===== src/rtl/elc_pkg.sv =====
// -----------------------------------------------------------------------------
// elc_pkg
// Shared types, default sizing constants and one-hot helpers for the elevator
// call scheduler. The controller core fixes the floor bus at 8 bits, so the
// helper functions operate on that width.
// -----------------------------------------------------------------------------
package elc_pkg;

  localparam int DEF_FLOORS         = 8;
  localparam int DEF_DWELL_CYCLES   = 16;
  localparam int DEF_TIMEOUT_CYCLES = 1024;
  localparam int DEF_CNT_W          = 11;
  localparam int IDX_W              = $clog2(DEF_FLOORS);

  typedef logic [DEF_FLOORS-1:0] floor_vec_t;
  typedef logic [IDX_W-1:0]      floor_idx_t;

  typedef enum logic [1:0] {
    IDLE,
    DISPATCH,
    WAIT_ARRIVE,
    DWELL
  } state_t;

  // Index of the highest set bit; only meaningful for a one-hot input.
  function automatic floor_idx_t onehot_to_idx(input floor_vec_t v);
    floor_idx_t idx;
    idx = '0;
    for (int i = 0; i < DEF_FLOORS; i++) begin
      if (v[i]) idx = floor_idx_t'(i);
    end
    return idx;
  endfunction

  function automatic logic is_onehot(input floor_vec_t v);
    return (v != '0) && ((v & (v - floor_vec_t'(1))) == '0);
  endfunction

  function automatic floor_vec_t idx_to_onehot(input floor_idx_t idx);
    floor_vec_t v;
    v      = '0;
    v[idx] = 1'b1;
    return v;
  endfunction

endpackage


===== src/rtl/elc_scan_picker.sv =====
// -----------------------------------------------------------------------------
// elc_scan_picker
// Combinational SCAN target selection. A call at the current floor wins;
// otherwise the nearest call in the sweep direction is taken, and only when
// nothing lies ahead does the picker turn around (flipping the direction).
//
// Ports:
//   pending       in  outstanding call bits, bit i = floor i
//   cur_idx       in  binary index of the current floor
//   sweep_up      in  current sweep direction (1 = up)
//   target        out chosen floor index (cur_idx when nothing else applies)
//   next_sweep_up out direction to adopt if target is dispatched
// -----------------------------------------------------------------------------
module elc_scan_picker
  import elc_pkg::*;
(
  input  logic [DEF_FLOORS-1:0] pending,
  input  logic [IDX_W-1:0]      cur_idx,
  input  logic                  sweep_up,
  output logic [IDX_W-1:0]      target,
  output logic                  next_sweep_up
);

  logic [IDX_W-1:0] lo_above;
  logic [IDX_W-1:0] hi_below;
  logic             has_above;
  logic             has_below;

  always_comb begin
    // NOTE: every variable written in a combinational block gets a default
    // first, so no path can leave it unassigned and infer a latch.
    lo_above  = '0;
    hi_below  = '0;
    has_above = 1'b0;
    has_below = 1'b0;
    // Descending scan: the last hit above the current floor is the lowest.
    for (int i = DEF_FLOORS - 1; i >= 0; i--) begin
      if (pending[i] && (i > int'(cur_idx))) begin
        lo_above  = floor_idx_t'(i);
        has_above = 1'b1;
      end
    end
    // Ascending scan: the last hit below the current floor is the highest.
    for (int i = 0; i < DEF_FLOORS; i++) begin
      if (pending[i] && (i < int'(cur_idx))) begin
        hi_below  = floor_idx_t'(i);
        has_below = 1'b1;
      end
    end
  end

  always_comb begin
    target        = cur_idx;
    next_sweep_up = sweep_up;
    if (!pending[cur_idx]) begin
      if (sweep_up) begin
        if (has_above) begin
          target = lo_above;
        end else if (has_below) begin
          target        = hi_below;
          next_sweep_up = 1'b0;
        end
      end else begin
        if (has_below) begin
          target = hi_below;
        end else if (has_above) begin
          target        = lo_above;
          next_sweep_up = 1'b1;
        end
      end
    end
  end

endmodule


===== src/rtl/elc_call_scheduler.sv =====
// -----------------------------------------------------------------------------
// elc_call_scheduler
// Upstream stage of the elevator controller core. Latches floor-call button
// presses into a pending register, picks the next target with a SCAN policy,
// hands it to the controller as a one-hot request, times the door dwell after
// each arrival and raises a sticky alarm if the controller never arrives.
//
// Build option: define ELC_FIRE_RECALL_EN to add the fire_recall input, which
// flushes all calls and sends the car to floor 0 with the door held open.
//
// Ports:
//   clk           in  system clock, rising edge
//   reset         in  asynchronous, active-low reset
//   call_btn      in  raw asynchronous button levels, bit i = floor i
//   cur_floor     in  one-hot current floor from the controller
//   complete      in  controller arrived/stopped
//   fire_recall   in  (ELC_FIRE_RECALL_EN only) asynchronous recall level
//   request_floor out one-hot target presented to the controller
//   req_valid     out request_floor holds a live target
//   pending       out registered outstanding calls
//   door_open     out high during dwell
//   sweep_up      out current sweep direction, 1 = up
//   stuck_alarm   out sticky, controller failed to arrive in time
//   floor_err     out sticky, cur_floor not one-hot while selecting a target
// -----------------------------------------------------------------------------
module elc_call_scheduler
  import elc_pkg::*;
#(
  parameter int FLOORS         = DEF_FLOORS,
  parameter int DWELL_CYCLES   = DEF_DWELL_CYCLES,
  parameter int TIMEOUT_CYCLES = DEF_TIMEOUT_CYCLES,
  parameter int CNT_W          = DEF_CNT_W
) (
  input  logic              clk,
  input  logic              reset,
  input  logic [FLOORS-1:0] call_btn,
  input  logic [FLOORS-1:0] cur_floor,
  input  logic              complete,
`ifdef ELC_FIRE_RECALL_EN
  input  logic              fire_recall,
`endif
  output logic [FLOORS-1:0] request_floor,
  output logic              req_valid,
  output logic [FLOORS-1:0] pending,
  output logic              door_open,
  output logic              sweep_up,
  output logic              stuck_alarm,
  output logic              floor_err
);

  localparam logic [CNT_W-1:0] DWELL_LOAD   = CNT_W'(DWELL_CYCLES);
  localparam logic [CNT_W-1:0] TIMEOUT_LOAD = CNT_W'(TIMEOUT_CYCLES);
  localparam logic [CNT_W-1:0] CNT_ONE      = CNT_W'(1);

  // Button capture: two synchronizer flops, a delayed copy for edge detect,
  // and a registered rise pulse that feeds the pending register.
  logic [FLOORS-1:0] btn_meta;
  logic [FLOORS-1:0] btn_sync;
  logic [FLOORS-1:0] btn_prev;
  logic [FLOORS-1:0] rise_q;

  state_t            state,  state_n;
  logic [CNT_W-1:0]  cnt,    cnt_n;
  logic [FLOORS-1:0] request_floor_n;
  logic              req_valid_n;
  logic [FLOORS-1:0] pending_n;
  logic              sweep_up_n;
  logic              stuck_n;
  logic              floor_err_n;

  logic [FLOORS-1:0] set_mask;
  logic [FLOORS-1:0] clr_mask;
  logic              dwell_retrig;

  logic [IDX_W-1:0]  cur_idx;
  logic              cur_ok;
  logic [IDX_W-1:0]  pick_target;
  logic              pick_sweep_up;

`ifdef ELC_FIRE_RECALL_EN
  logic fire_meta;
  logic fire;
  logic recall_q;
  logic recall_n;
`endif

  assign cur_idx   = onehot_to_idx(cur_floor);
  assign cur_ok    = is_onehot(cur_floor);
  assign door_open = (state == DWELL);

  elc_scan_picker u_picker (
    .pending       (pending),
    .cur_idx       (cur_idx),
    .sweep_up      (sweep_up),
    .target        (pick_target),
    .next_sweep_up (pick_sweep_up)
  );

  always_ff @(posedge clk or negedge reset) begin
    if (!reset) begin
      btn_meta <= '0;
      btn_sync <= '0;
      btn_prev <= '0;
      rise_q   <= '0;
    end else begin
      // NOTE: registers are updated with non-blocking assignments so every
      // flop samples the pre-edge value of its neighbour, as hardware does.
      btn_meta <= call_btn;
      btn_sync <= btn_meta;
      btn_prev <= btn_sync;
      rise_q   <= btn_sync & ~btn_prev;
    end
  end

`ifdef ELC_FIRE_RECALL_EN
  always_ff @(posedge clk or negedge reset) begin
    if (!reset) begin
      fire_meta <= 1'b0;
      fire      <= 1'b0;
      recall_q  <= 1'b0;
    end else begin
      fire_meta <= fire_recall;
      fire      <= fire_meta;
      recall_q  <= recall_n;
    end
  end
`endif

  // A fresh press of the floor being dwelt at only re-opens the door; it never
  // becomes a call for the floor the car is already standing at.
  assign dwell_retrig = (state == DWELL) && ((rise_q & cur_floor) != '0);

  always_comb begin
    set_mask = rise_q;
    if (state == DWELL) set_mask = rise_q & ~cur_floor;
  end

  always_comb begin
    state_n         = state;
    cnt_n           = cnt;
    request_floor_n = request_floor;
    req_valid_n     = req_valid;
    sweep_up_n      = sweep_up;
    stuck_n         = stuck_alarm;
    floor_err_n     = floor_err;
    clr_mask        = '0;
`ifdef ELC_FIRE_RECALL_EN
    recall_n        = recall_q;
    if (fire && !recall_q) begin
      // Recall start: abandon whatever trip is underway and head for floor 0.
      request_floor_n = idx_to_onehot(floor_idx_t'(0));
      req_valid_n     = 1'b0;
      cnt_n           = '0;
      state_n         = DISPATCH;
      recall_n        = 1'b1;
    end else if (!fire && recall_q) begin
      request_floor_n = '0;
      req_valid_n     = 1'b0;
      cnt_n           = '0;
      state_n         = IDLE;
      recall_n        = 1'b0;
    end else
`endif
    begin
      unique case (state)
        IDLE: begin
`ifdef ELC_FIRE_RECALL_EN
          // Recall retry after a timeout: keep heading for floor 0.
          if (recall_q) begin
            request_floor_n = idx_to_onehot(floor_idx_t'(0));
            state_n         = DISPATCH;
          end else
`endif
          if (pending != '0) begin
            if (!cur_ok) begin
              floor_err_n = 1'b1;
            end else if (pick_target == cur_idx) begin
              clr_mask = idx_to_onehot(cur_idx);
              cnt_n    = DWELL_LOAD;
              state_n  = DWELL;
            end else begin
              request_floor_n = idx_to_onehot(pick_target);
              sweep_up_n      = pick_sweep_up;
              state_n         = DISPATCH;
            end
          end
        end

        DISPATCH: begin
          req_valid_n = 1'b1;
          cnt_n       = TIMEOUT_LOAD;
          state_n     = WAIT_ARRIVE;
        end

        WAIT_ARRIVE: begin
          if (complete && (cur_floor == request_floor)) begin
            clr_mask        = request_floor;
            req_valid_n     = 1'b0;
            request_floor_n = '0;
            cnt_n           = DWELL_LOAD;
            state_n         = DWELL;
          end else if (cnt <= CNT_ONE) begin
            // The call is kept so the car retries it from IDLE.
            stuck_n         = 1'b1;
            req_valid_n     = 1'b0;
            request_floor_n = '0;
            cnt_n           = '0;
            state_n         = IDLE;
          end else begin
            cnt_n = cnt - CNT_ONE;
          end
        end

        DWELL: begin
`ifdef ELC_FIRE_RECALL_EN
          // Parked at floor 0 under recall: door stays open indefinitely.
          if (recall_q) begin
            cnt_n = cnt;
          end else
`endif
          if (dwell_retrig) begin
            cnt_n = DWELL_LOAD;
          end else if (cnt <= CNT_ONE) begin
            cnt_n   = '0;
            state_n = IDLE;
          end else begin
            cnt_n = cnt - CNT_ONE;
          end
        end

        default: state_n = IDLE;
      endcase
    end

    // Clear is applied after set so a simultaneous press of a served floor
    // does not re-arm it.
    pending_n = (pending | set_mask) & ~clr_mask;
`ifdef ELC_FIRE_RECALL_EN
    if (fire) begin
      pending_n  = '0;
      sweep_up_n = 1'b0;
    end
`endif
  end

  always_ff @(posedge clk or negedge reset) begin
    if (!reset) begin
      state         <= IDLE;
      cnt           <= '0;
      request_floor <= '0;
      req_valid     <= 1'b0;
      pending       <= '0;
      sweep_up      <= 1'b1;
      stuck_alarm   <= 1'b0;
      floor_err     <= 1'b0;
    end else begin
      state         <= state_n;
      cnt           <= cnt_n;
      request_floor <= request_floor_n;
      req_valid     <= req_valid_n;
      pending       <= pending_n;
      sweep_up      <= sweep_up_n;
      stuck_alarm   <= stuck_n;
      floor_err     <= floor_err_n;
    end
  end

endmodule

===== config.mk =====
export PLATFORM = sky130hd
export DESIGN_NAME = elc_call_scheduler
export DESIGN_NICKNAME = d
export VERILOG_FILES = /design/src/rtl/elc_pkg.sv /design/src/rtl/elc_scan_picker.sv /design/src/rtl/elc_call_scheduler.sv
export SDC_FILE = /design/constraint.sdc
export NUM_CORES = 1
export LEC_CHECK = 0
export CAP_MARGIN = 20
export CORE_MARGIN = 2
export CORE_UTILIZATION = 44
export DETAILED_ROUTE_END_ITERATION = 16
export PLACE_DENSITY = 0.71
export SKIP_LAST_GASP = 1
export SLEW_MARGIN = 20
export SYNTH_ARGS = -nofsm -noshare
export SYNTH_HDL_FRONTEND = slang
export SYNTH_SLANG_ARGS = --single-unit

===== constraint.sdc =====
create_clock -name clk -period 3.3 [get_ports clk]
set_input_delay 0.66 -clock clk [delete_from_list [all_inputs] [get_ports clk]]
set_output_delay 0.66 -clock clk [all_outputs]
set_load 0.05 [all_outputs]

# After elaboration in Yosys (flattened, before gate mapping)
# Cells that the tools add are included.
[word_totals]
reg_bits = 65
in_bits = 19
out_inout_bits = 21
wordCells = 170
[op_classes]
n_addsub = 2
magnitude_cmp = 19
eq_ne = 11
n_mux = 80
bitwise_logic = 13
n_reduce_logical = 33
[op_table]
columns = ["cell", "n"]
rows = [
  ["$mux 8", 10],
  ["$mux 11", 6],
  ["$mux 3", 21],
  ["$pmux 11 s4", 1],
  ["$and 8x8->8", 5],
  ["$pmux 8 s2", 2],
  ["$mux 1", 26],
  ["$not 8->8", 3],
  ["$reduce_bool 8->1", 3],
  ["$logic_and 1x1->1", 19],
  ["$mux 2", 9],
  ["$gt 3x3->1 const A", 4],
  ["$reduce_and 3->1", 4],
  ["$le 11x1->1 const B", 1],
  ["$sub 11x1->11 const B", 1],
  ["$ne 2x2->1 const B", 5],
  ["$reduce_and 5->1", 2],
  ["$lt 3x3->1 const A", 3],
  ["$eq 8x8->1", 1],
  ["$logic_not 8->1", 1],
  ["$lt 3x4->1 const B", 2],
  ["$or 8x8->8", 1],
  ["$pmux 2 s4", 1],
  ["$sub 8x1->8 const B", 1],
  ["16 further kinds", 26],
]

# Longest topological paths before layout
# Gate-level depths: netlist of the first run.
[depth]
word_depth = 28
ltp_mapped = 11
ltp_nobuf = 10

# Hierarchy
# From an unflattened synthesis of the first run, not the netlist that was laid out.
[hier_totals]
cells_unflattened = 369
hier_area_um2 = 3502.1
[by_module_without_submodules]
columns = ["module", "instances", "cells_per_inst", "area_per_inst_um2", "seq_area_each_um2"]
rows = [
  ["elc_call_scheduler", 1, 292, 3026.7, 1627.8],
  ["elc_scan_picker", 1, 77, 475.5, 0.0],
]

# Worst setup path before layout of the first run
# OpenSTA, ideal clock, no wires.
[synth_timing]
path_kind = "input port to flip-flop"
start = "in cur_floor[4]"
end = "reg request_floor[7]"
setup_time_ns = 0.122
t_arrival_ns = 3.458
required_ns = 3.178
slack_ns = -0.280
path_stages = 11
n_path_buf = 2
path_cell_list = "or4_1 -> buf_2 -> or3_1 -> a221o_1 -> buf_2 -> a211oi_1 -> o21ai_1 -> mux2_4 -> a21oi_4 -> o22ai_2 -> a32o_1"
[synth_via]
elab_chain_cells = 25
[synth_lines]
columns = ["item", "line", "text"]
rows = [
  ["start, declared", "elc_call_scheduler.sv:37", "input logic [FLOORS-1:0] cur_floor,"],
  ["$mux 3 (4 in series)", "elc_pkg.sv:30", "if (v[i]) idx = floor_idx_t'(i);"],
  ["$gt 3x3->1 or $lt 1x3->1 (tied branches)", "elc_scan_picker.sv:38, elc_scan_picker.sv:45", ""],
  ["$logic_and 1x1->1, on equally long branches", "elc_scan_picker.sv:38, elc_scan_picker.sv:45", ""],
  ["$mux 3 (tied with other cells) (7 in series)", "elc_scan_picker.sv:38", "if (pending[i] && (i > int'(cur_idx))) begin"],
  ["$mux 3, on equally long branches", "elc_scan_picker.sv:66, elc_scan_picker.sv:59", ""],
  ["$mux 3, on equally long branches", "elc_scan_picker.sv:64, elc_scan_picker.sv:57", ""],
  ["$mux 3", "elc_scan_picker.sv:56", "if (sweep_up) begin"],
  ["$mux 3", "elc_scan_picker.sv:55", "if (!pending[cur_idx]) begin"],
  ["$lt 3x4->1 (implied by the code) or $ge 3x1->1 (tied branches)", "elc_pkg.sv:42", "v[idx] = 1'b1;"],
  ["$logic_and 1x1->1 (implied by the code)", "elc_pkg.sv:42", ""],
  ["$mux 1 (implied by the code)", "elc_pkg.sv:42", ""],
  ["$demux 1 s3", "elc_pkg.sv:42", ""],
  ["$mux 8", "elc_call_scheduler.sv:177", "end else if (pick_target == cur_idx) begin"],
  ["$mux 8", "elc_call_scheduler.sv:175", "if (!cur_ok) begin"],
  ["$mux 8", "elc_call_scheduler.sv:174", "if (pending != '0) begin"],
  ["$pmux 8 s2", "elc_call_scheduler.sv:165", "unique case (state)"],
  ["end signal, assigned", "elc_call_scheduler.sv:259", "request_floor <= request_floor_n;"],
  ["end, declared", "elc_call_scheduler.sv:42", "output logic [FLOORS-1:0] request_floor,"],
]
# Parallel ways exist; a longest one is shown, timed or not. The select of a mux whose other input is x is not followed.
# A chain may end at the register's enable or synchronous reset.

# Final worst setup path of the first run
[layout_timing]
start = "in cur_floor[5]"
end = "reg request_floor[5]"
[layout_via]
elab_chain_cells = 24
[layout_lines]
columns = ["item", "line"]
rows = [
  ["$mux 3 (3 in series)", "elc_pkg.sv:30"],
  ["$gt 3x3->1 or $lt 1x3->1 (tied branches)", "elc_scan_picker.sv:38, elc_scan_picker.sv:45"],
  ["$logic_and 1x1->1, on equally long branches", "elc_scan_picker.sv:38, elc_scan_picker.sv:45"],
  ["$mux 3 (tied with other cells) (7 in series)", "elc_scan_picker.sv:38"],
  ["$mux 3, on equally long branches", "elc_scan_picker.sv:66, elc_scan_picker.sv:59"],
  ["$mux 3, on equally long branches", "elc_scan_picker.sv:64, elc_scan_picker.sv:57"],
  ["$mux 3", "elc_scan_picker.sv:56"],
  ["$mux 3", "elc_scan_picker.sv:55"],
  ["$lt 3x4->1 (implied by the code) or $ge 3x1->1 (tied branches)", "elc_pkg.sv:42"],
  ["$logic_and 1x1->1 (implied by the code)", "elc_pkg.sv:42"],
  ["$mux 1 (implied by the code)", "elc_pkg.sv:42"],
  ["$demux 1 s3", "elc_pkg.sv:42"],
  ["$mux 8", "elc_call_scheduler.sv:177"],
  ["$mux 8", "elc_call_scheduler.sv:175"],
  ["$mux 8", "elc_call_scheduler.sv:174"],
  ["$pmux 8 s2", "elc_call_scheduler.sv:165"],
]
# Parallel ways exist; a longest one is shown, timed or not. The select of a mux whose other input is x is not followed.

==> metrics.txt, run 1 <==
post-synthesis instance area=3530 µm²; global route overflow=0; via-per-instance ratio=5.79; clock latency on the worst-skew pair=0.35 ns; die width=93.6 µm; first-pass detailed-route iteration total=5; maximum net fanout on the critical path=8; slack of the worst reg-to-reg path=0.45 ns; antenna cell count=0; initial antenna violation count=0; TritonCTS Buffers=9; maximum frequency from static timing analysis=310 MHz; cell-by-cell listing of the critical path=buf_2 -> or4_4 -> or3_4 -> a221o_1 -> a211oi_2 -> o21ai_2 -> mux2_4 -> a21oi_4 -> buf_12 -> o22ai_4 -> a32o_1; instance count of the mapped netlist=389; number of cells on the worst reg-to-reg path=12; growth of design area from synthesis to finish=38.3%; initial core utilization=0.455; CTS clock-pin slew for the worst setup and hold paths=0.08 ns; Worst setup SP type=input port; vertical extent of the die=93.6 µm; crit path capture type=register; wirelength, routed=10900 µm; starting DRC count in detailed routing=195; Required @ worst endpoint=3.53 ns; MaxCap Viol Count=0; number of setup violations in the final report=0; Leak=2.24 nW; worst supply voltage drop on vdd=0.000408 V; Cell Rows=32; count of synthesis-stage warnings from yosys=0; CTS sink cnt=65; Yosys top cell by area=sky130_fd_sc_hd__dfrtp_1; proportion of synthesized flip-flops having asynchronous set or reset=1.00; result of the run=complete, no violations; GRT Max-Usage Layer=met2; vias in the first global route=3551; weighted congestion reported at the end of routability-driven placement=0.984; fraction of post-synthesis cell area in the top cell type by area=0.454; GR Util All Layers=0.265; shortest period the worst path allows=3.23 ns; count of distinct cell types in the synthesized netlist=59; GR met3 Demand/Resource=0.0411; root cell of the clock tree=sky130_fd_sc_hd__clkbuf_8; Hold Path Class=register to register; DRC Markers=0; final hold viol count=0; Max Slew Vio Count=0; # H-tree levels=3; Slew @ Worst Pin=0.791 ns; fraction of final layout cells with drive strength greater than 1=0.247; leading register cell type out of synthesis=sky130_fd_sc_hd__dfrtp_1; average routed wire per standard cell=17.7 µm; core area=7770 µm²; number of buffers on the longest clock path=2; post-route worst hold slack=0.352 ns; Yosys reg bits=65; final standard cell area without fillers=4880 µm²; CP delay by family, top=compound AO/OA/AOI/OAI gates; quantity of I/O buffers inserted on ports=39; placed cell areas=4590 µm²; Top-Level Pins=40; largest net degree at the start of global routing=66; clk_skew=0.0119 ns; global routing usage on met1=0.327; start-to-end type of the worst setup path=input port to register; Power Dens Cells=510 nW/µm²; total number of cells along the worst setup path=11; Net Count, Synth=410; detailed-placement wirelength estimate=8110 µm; share of synthesized area occupied by flip-flops and latches=0.461; unrepaired setup endpoints after global routing=false; arrival time at the worst endpoint=3.46 ns; final clock period utilization by the worst path=0.979; DIE AREA=8760 µm²; number of synthesized flops with an enable pin=0; FF-to-FF Start=pending[2]; buffers plus inverters on the worst setup path=2; wire length of the first global-routing pass=17800 µm; critical register-to-register path endpoint=request_floor[5]; crit path capture=request_floor[5]; count of nets after finishing=527; count of antenna-violating nets left after detailed routing=0; worst-path cell with the longest stage delay=sky130_fd_sc_hd__or4_4; synthesized area per cell=9.08 µm²; met2 Track Usage GR=0.448; CP startpoint=cur_floor[5]; Largest stage delay, worst path=0.53 ns; clock tree from TritonCTS=built; Max transition margin=0.473; via count=3549; top post-synthesis cells by area=sky130_fd_sc_hd__dfrtp_1 (45%), sky130_fd_sc_hd__nand2_1 (4.1%), sky130_fd_sc_hd__a21oi_1 (4.1%), sky130_fd_sc_hd__o21ai_0 (3.5%), sky130_fd_sc_hd__nor2_1 (3.2%)
-- cell families (layout without fill, tap and decap cells) --
kind of cell               count (synthesis)  in the layout  synth area share
adders and majority gates                  2              2           0.00709
muxes                                      5              5            0.0191
and+or+nand+nor                          139            139             0.193
xor gates and xnor gates                  10             10            0.0248
DFF                                       65             65             0.461
AOI/OAI and AO/OA                        134            134             0.258
buffers and inverters                     34            156            0.0368
-- per-stage QoR --
stage                     cells  setup WS, ns  utilization  setup TNS [ns]  total power (W)
after floorplan             389        -0.196            -           -2.32          0.00145
after global placement      594        -0.667        0.591          -17.22          0.00173
after detailed placement    594        -0.746        0.591          -19.07          0.00175
after CTS                   613     -0.000492        0.624       -0.000492          0.00248
after global routing        613       0.00867        0.629               0          0.00263
final                       613        0.0705        0.629               0          0.00249
-- placed cells by master (no fill, tap or decap), types with 6 or more instances in the layout --
cell and instances:
sky130_fd_sc_hd__a21o_1 14, sky130_fd_sc_hd__a21oi_1 29, sky130_fd_sc_hd__a22oi_1 6, sky130_fd_sc_hd__buf_4 81, sky130_fd_sc_hd__clkbuf_8 9, sky130_fd_sc_hd__clkdlybuf4s50_1 31
sky130_fd_sc_hd__dfrtp_1 64, sky130_fd_sc_hd__inv_1 18, sky130_fd_sc_hd__nand2_1 39, sky130_fd_sc_hd__nand2b_1 8, sky130_fd_sc_hd__nand3_1 6, sky130_fd_sc_hd__nor2_1 27
sky130_fd_sc_hd__nor2b_1 13, sky130_fd_sc_hd__nor3_1 13, sky130_fd_sc_hd__o211ai_1 6, sky130_fd_sc_hd__o21ai_0 25, sky130_fd_sc_hd__o31ai_1 6, sky130_fd_sc_hd__or3_1 6
sky130_fd_sc_hd__xor2_1 8
-- repair_timing --
action | in CTS | in global routing
gates resized for setup | 22 | 10
endpoints found under the setup margin | 28 | 27
gates cloned | 0 | 0
pin swaps | 10 | 8
hold endpoints to repair | 0 | 0
hold buffers | 0 | 0
buffers inserted | 3 | 0
-- sequential cells by signal, summed over array words and instances, names as in the netlist --
register and flops:
btn_prev 8, stuck_alarm 1, rise_q 8, cnt 11, btn_meta 8, state 2
req_valid 1, btn_sync 8, request_floor 8, sweep_up 1, floor_err 1, pending 8
-- power by group --
group          switching (W)  internal [W]
clock               0.000344      0.000363
sequential         0.0000865      0.000881
combinational       0.000474      0.000343
total               0.000904       0.00159
-- synth_stat cells (2+ instances only) --
cell / number
sky130_fd_sc_hd__a21o_1: 14
sky130_fd_sc_hd__nand3_1: 6
sky130_fd_sc_hd__a21boi_0: 2
sky130_fd_sc_hd__a32o_1: 4
sky130_fd_sc_hd__inv_1: 18
sky130_fd_sc_hd__o22ai_1: 3
sky130_fd_sc_hd__mux2i_1: 3
sky130_fd_sc_hd__nand2b_1: 8
sky130_fd_sc_hd__or2_2: 5
sky130_fd_sc_hd__nor4_1: 5
sky130_fd_sc_hd__a211oi_1: 3
sky130_fd_sc_hd__and2_1: 2
sky130_fd_sc_hd__a22oi_1: 6
sky130_fd_sc_hd__nand4_1: 4
sky130_fd_sc_hd__o21bai_1: 2
sky130_fd_sc_hd__dfrtp_1: 64
sky130_fd_sc_hd__o21a_1: 5
sky130_fd_sc_hd__nand2_1: 39
sky130_fd_sc_hd__o211ai_1: 6
sky130_fd_sc_hd__nor3b_1: 2
sky130_fd_sc_hd__o32ai_1: 2
sky130_fd_sc_hd__clkbuf_1: 12
sky130_fd_sc_hd__o221ai_1: 2
sky130_fd_sc_hd__o31ai_1: 6
sky130_fd_sc_hd__a221o_1: 2
sky130_fd_sc_hd__nor3_1: 13
sky130_fd_sc_hd__nor2_1: 30
sky130_fd_sc_hd__o21ai_0: 25
sky130_fd_sc_hd__ha_1: 2
sky130_fd_sc_hd__a31oi_1: 5
sky130_fd_sc_hd__or3_1: 7
sky130_fd_sc_hd__a21oi_1: 29
sky130_fd_sc_hd__a311o_1: 2
sky130_fd_sc_hd__o21ai_1: 2
sky130_fd_sc_hd__xor2_1: 8
sky130_fd_sc_hd__xnor2_1: 2
sky130_fd_sc_hd__nor2b_1: 13
sky130_fd_sc_hd__a41oi_1: 3
sky130_fd_sc_hd__buf_2: 2
sky130_fd_sc_hd__and3_1: 2
-- worst register-to-register path, stage by stage (launching register included) --
cell and delay [ns]:
sky130_fd_sc_hd__dfrtp_1 0.49, sky130_fd_sc_hd__buf_4 0.19, sky130_fd_sc_hd__nand2b_1 0.09, sky130_fd_sc_hd__a2bb2oi_1 0.16
sky130_fd_sc_hd__nor2_1 0.09, sky130_fd_sc_hd__buf_4 0.14, sky130_fd_sc_hd__o21a_1 0.17, sky130_fd_sc_hd__a311o_1 0.31
sky130_fd_sc_hd__a221o_1 0.39, sky130_fd_sc_hd__a21oi_4 0.18, sky130_fd_sc_hd__buf_12 0.15, sky130_fd_sc_hd__o22ai_4 0.11
sky130_fd_sc_hd__a32o_1 0.27
-- cell type report --
class                   count  area [µm²]
fillers                   692        2880
multi-input cells         290        1850
flip-flops and latches     65        1630
repair buffers            121        1000
well taps                 102         128
clock buffers               9         124
clock inverters             7        83.8
inverters                  19        71.3
-- worst min path at each step --
| stage | cells after the start | slack [ns] | startpoint | endpoint |
|---|---|---|---|---|
| finish | 0 | 0.35 | btn_meta[4] | btn_sync[4] |
| global route | 0 | 0.37 | btn_meta[5] | btn_sync[5] |
| CTS | 0 | 0.35 | btn_meta[4] | btn_sync[4] |
| detailed placement | 0 | 0.34 | btn_meta[4] | btn_sync[4] |
| global placement | 0 | 0.33 | btn_meta[2] | btn_sync[2] |
| floorplan | 0 | 0.33 | btn_meta[0] | btn_sync[0] |
-- per-layer routing --
metal,vias to the layer above,routed length (µm)
met5,-,0
met4,0,459
met3,26,574
met2,144,5360
met1,1723,4470
li1,1656,-
(Power assumes the default switching activity.)
==> run 2, diff against run 1 <==
Settings changed: PLACE_DENSITY 0.71 to unset, PLACE_DENSITY_LB_ADDON set to 0.3.
==> run 2 against run 1 <==
Maximum frequency down 0.62%. Sequential share of layout area fell by 1.4 points. Wire length up 3.4%. Power increased by 1.3%. Combinational power rose by 5.6%. Sequential power down 0.4%. Register-to-register slack got worse by 0.11 ns. Critical endpoint is now request_floor[1]. Largest cell class unchanged.
==> metrics.txt, run 2 (same netlist as run 1, synthesis figures left out) <==
clk_skew=0.0124 ns; Required @ worst endpoint=3.52 ns; number of flip-flops under the largest register name=11; Power Dens Cells=496 nW/µm²; first-pass detailed-route iteration total=5; starting DRC count in detailed routing=251; register containing the most flip-flops in the final layout=cnt; GR Util All Layers=0.268; die width=93.6 µm; start-to-end type of the worst setup path=input port to register; Max transition margin=0.606; Slew @ Worst Pin=0.591 ns; Top-Level Pins=40; arrival time at the worst endpoint=3.47 ns; number of setup violations in the final report=0; count of antenna-violating nets left after detailed routing=0; global route overflow=0; final hold viol count=0; sequential cell area=1630 µm²; worst supply voltage drop on vdd=0.000570 V; via-per-instance ratio=5.85; number of buffers on the longest clock path=2; initial antenna violation count=0; count of nets after finishing=537; weighted congestion reported at the end of routability-driven placement=0.930; placed insts=600; average routed wire per standard cell=18.0 µm; DRC Markers=0; antenna cell count=0; Worst setup SP type=input port; wirelength, routed=11200 µm; Hold Path Class=input port to asynchronous set/reset pin; post-layout power=0.00252 W; post-placement setup slack=-0.859 ns; final setup margin=0.0505 ns; maximum frequency from static timing analysis=308 MHz; clock tree from TritonCTS=built; crit path capture type=register; detailed-placement wirelength estimate=8280 µm; root cell of the clock tree=sky130_fd_sc_hd__clkbuf_8; DIE AREA=8760 µm²; Cell Rows=32; vertical extent of the die=93.6 µm; wire length of the first global-routing pass=17800 µm; Leak=2.31 nW; layout filler cell count=643; Max Slew Vio Count=0; clock latency on the worst-skew pair=0.34 ns; most frequent cells in the layout=sky130_fd_sc_hd__buf_4 (86), sky130_fd_sc_hd__dfrtp_1 (64), sky130_fd_sc_hd__nand2_1 (39); MaxCap Viol Count=0; most common cell after layout, fill and taps aside=sky130_fd_sc_hd__buf_4; area of combinational cells with multiple inputs=1930 µm²; via count=3647; maximum net fanout on the critical path=4; TritonCTS Buffers=9; Final Instance Count excl. Fillers=623; result of the run=complete, no violations; largest net degree at the start of global routing=30; growth of design area from synthesis to finish=44.2%; # H-tree levels=3; CTS clock-pin slew for the worst setup and hold paths=0.08 ns; initial core utilization=0.455; core area=7770 µm²; final clock period utilization by the worst path=0.985; shortest period the worst path allows=3.25 ns; quantity of I/O buffers inserted on ports=39; CTS sink cnt=65; vias in the first global route=3451; fraction of final layout cells with drive strength greater than 1=0.280
-- run 2: changes by cell type in the layout (fill, tap and decap cells not counted), sizes merged --
cell,delta
buf,+10
clkbuf,-1
clkdlybuf4s15,+1
clkinv,-1
clkinvlp,+1
-- run 2: cell type report --
cell class	count	area share
Tap cell	102	0.0251
Multi-Input combinational cell	290	0.380
Clock inverter	7	0.0162
Sequential cell	65	0.320
Inverter	19	0.0140
Clock buffer	9	0.0243
Timing Repair Buffer	131	0.221
-- run 2: per-layer routing --
metal / vias to the layer above / GRT usage / part of all wire
li1: 1683 / - / -
met1: 1762 / 0.345 / 0.41
met2: 165 / 0.450 / 0.49
met3: 37 / 0.0355 / 0.056
met4: 0 / 0.118 / 0.042
met5: - / 0 / 0
-- run 2: metrics by stage --
stage                      util  TNS, ns  area, µm²  hold slack, ns
final                     0.655        0       5090           0.323
after detailed placement  0.597   -22.16       4640           0.335
after CTS                 0.642        0       4980           0.330
after floorplan               -    -2.32       3560           0.331
after global placement    0.597   -21.53       4640           0.332
after global routing      0.655  -0.0901       5090           0.349
-- run 2: worst paths after layout --
check                                   from                to  slack (ns)  cells after the start
min in group clk                 btn_meta[5]       btn_sync[5]        0.35                      0
worst min register to register   btn_meta[5]       btn_sync[5]        0.35                      0
worst max-delay path            cur_floor[6]  request_floor[1]        0.05                     14
max in group asynchronous              reset       btn_sync[4]        2.20                      2
worst max register to register    pending[4]  request_floor[5]        0.34                     11
worst min-delay path                   reset       btn_meta[1]        0.32                      1
-- run 2: critical path, stage by stage --
cell and delay [ns]:
sky130_fd_sc_hd__buf_6 0.09, sky130_fd_sc_hd__or4_4 0.56, sky130_fd_sc_hd__buf_4 0.17, sky130_fd_sc_hd__buf_4 0.13, sky130_fd_sc_hd__o21ai_1 0.22, sky130_fd_sc_hd__a311oi_2 0.18, sky130_fd_sc_hd__buf_4 0.18, sky130_fd_sc_hd__o32ai_2 0.25
sky130_fd_sc_hd__a221o_1 0.24, sky130_fd_sc_hd__a21oi_4 0.09, sky130_fd_sc_hd__buf_6 0.13, sky130_fd_sc_hd__buf_16 0.13, sky130_fd_sc_hd__o21a_1 0.19, sky130_fd_sc_hd__a32o_1 0.25
-- run 2: repair_timing --
action                     CTS  global route
hold buffers                 0             0
setup buffers                4             2
pin swaps                   13            13
gates cloned                 1             0
setup endpoints to repair   28            28
resized for setup           37            19
hold endpoints to repair     0             0
-- run 2: power breakdown --
group          switching, W  internal [W]  leakage [nW]
Sequential        0.0000824      0.000881         0.776
Clock              0.000336      0.000362        0.0988
Combinational      0.000496      0.000367          1.44
==> run 3, diff against run 2 <==
Settings changed: PLACE_DENSITY_LB_ADDON 0.3 to 0.12.
==> run 3 against run 2 <==
Clock skew up 0.0060 ns. First-iteration DRC count down 31%. Combinational power shrank 5.3%. Flip-flop and latch count did not move. Clock power about the same. Largest power group unchanged. Highest routed layer unchanged. Sequential share of layout area increased by 1.5 points. Worst setup slack improved by 0.0030 ns. Maximum frequency about the same. Largest cell class unchanged. Die area is the same.
==> metrics.txt, run 3 (same netlist as run 1, synthesis figures left out) <==
detailed-placement wirelength estimate=7900 µm; Power Dens Cells=510 nW/µm²; Hold Path Class=register to register; clk_skew=0.0184 ns; wirelength, routed=10600 µm; fraction of final layout cells with drive strength greater than 1=0.246; DIE AREA=8760 µm²; final clock period utilization by the worst path=0.984; number of setup violations in the final report=0; count of nets after finishing=528; Required @ worst endpoint=3.52 ns; largest net degree at the start of global routing=66; Cell Rows=32; initial antenna violation count=0; weighted congestion reported at the end of routability-driven placement=0.911; quantity of I/O buffers inserted on ports=39; number of buffers on the longest clock path=2; clock tree from TritonCTS=built; CTS clock-pin slew for the worst setup and hold paths=0.07 ns; unrepaired setup endpoints after global routing=true; root cell of the clock tree=sky130_fd_sc_hd__clkbuf_8; most common cell after layout, fill and taps aside=sky130_fd_sc_hd__buf_4; MaxCap Viol Count=0; antenna cell count=0; Top-Level Pins=40; post-route worst hold slack=0.351 ns; wire length of the first global-routing pass=17000 µm; vertical extent of the die=93.6 µm; count of antenna-violating nets left after detailed routing=0; shortest period the worst path allows=3.25 ns; CTS sink cnt=65; crit path capture type=register; growth of design area from synthesis to finish=37.9%; Max Slew Vio Count=0; via count=3529; global route overflow=0; clock latency on the worst-skew pair=0.35 ns; final hold viol count=0; layout filler cell count=677; via-per-instance ratio=5.75; vias in the first global route=3385; maximum frequency from static timing analysis=308 MHz; worst supply voltage drop on vdd=0.000439 V; register containing the most flip-flops in the final layout=cnt; Slew @ Worst Pin=0.805 ns; Leak=2.22 nW; result of the run=complete, no violations; most frequent cells in the layout=sky130_fd_sc_hd__buf_4 (83), sky130_fd_sc_hd__dfrtp_1 (64), sky130_fd_sc_hd__nand2_1 (39); TritonCTS Buffers=9; DRC Markers=0; Max transition margin=0.463; average routed wire per standard cell=17.3 µm; initial core utilization=0.455; GR Util All Layers=0.254; start-to-end type of the worst setup path=input port to register; final setup margin=0.0535 ns; die width=93.6 µm; arrival time at the worst endpoint=3.47 ns; first-pass detailed-route iteration total=4; starting DRC count in detailed routing=174; maximum net fanout on the critical path=8; Worst setup SP type=input port; # H-tree levels=3; number of flip-flops under the largest register name=11; core area=7770 µm²; post-placement setup slack=-0.736 ns
==> run 3: path summary, 6_finish.rpt <==
| kind | from | endpoint | slack, ns | cells past startpoint |
|---|---|---|---|---|
| worst max-delay path | cur_floor[5] | cnt[4] | 0.05 | 12 |
| worst min-delay path | btn_meta[4] | btn_sync[4] | 0.35 | 0 |
| worst max register to register | pending[4] | cnt[4] | 0.36 | 9 |
| worst min register to register | btn_meta[4] | btn_sync[4] | 0.35 | 0 |
| max in group asynchronous | reset | btn_prev[6] | 2.29 | 2 |
| min in group asynchronous | reset | cnt[7] | 0.46 | 2 |
==> run 3: area by class of cell <==
| type | instances | area, µm² | share of cell area |
|---|---|---|---|
| Clock buffer | 9 | 124 | 0.0254 |
| Clock inverter | 7 | 82.6 | 0.0170 |
| Inverter | 19 | 71.3 | 0.0146 |
| Multi-Input combinational cell | 290 | 1840 | 0.378 |
| Sequential cell | 65 | 1630 | 0.334 |
| Tap cell | 102 | 128 | 0.0262 |
| Timing Repair Buffer | 122 | 993 | 0.204 |
==> run 3: report_power, final <==
group / switching (W) / internal (W) / total [W]
sequential: 0.0000832 / 0.000881 / 0.000964
clock: 0.000338 / 0.000361 / 0.000700
combinational: 0.000476 / 0.000341 / 0.000817
==> run 3: repair_timing <==
item / 4_1_cts / 5_1_grt
gates resized for setup: 23 / 10
pin swaps: 12 / 8
buffers inserted: 2 / 2
hold buffers: 0 / 0
setup endpoints to repair: 28 / 28
endpoints found under the hold margin: 0 / 0
==> run 3: critical path, cell delays in order <==
cell and delay [ns]:
sky130_fd_sc_hd__buf_2 0.13, sky130_fd_sc_hd__or4_4 0.53, sky130_fd_sc_hd__or3_4 0.36, sky130_fd_sc_hd__a221o_1 0.37
sky130_fd_sc_hd__buf_4 0.16, sky130_fd_sc_hd__o21ai_1 0.06, sky130_fd_sc_hd__o21ai_1 0.08, sky130_fd_sc_hd__a221o_1 0.36
sky130_fd_sc_hd__a21oi_4 0.30, sky130_fd_sc_hd__buf_4 0.18, sky130_fd_sc_hd__o21ai_2 0.10, sky130_fd_sc_hd__o2bb2ai_2 0.18
==> run 3: through the flow <==
step | instances | cell area, µm² | TNS (ns) | total power [W] | utilization
after floorplan | 389 | 3560 | -2.32 | 0.00145 | -
after detailed placement | 594 | 4590 | -18.72 | 0.00175 | 0.591
final | 614 | 4870 | 0 | 0.00248 | 0.627
after global placement | 594 | 4590 | -18.33 | 0.00173 | 0.591
after CTS | 612 | 4810 | 0 | 0.00247 | 0.620
after global routing | 614 | 4870 | -0.151 | 0.00262 | 0.627
==> run 3: routing by layer <==
layer	up-vias	track usage	part of all wire	wire, µm
met1	1675	0.340	0.44	4640
met3	44	0.0475	0.052	554
li1	1662	-	-	-
met5	-	0	0	0
met4	0	0.128	0.051	546
met2	148	0.396	0.46	4910
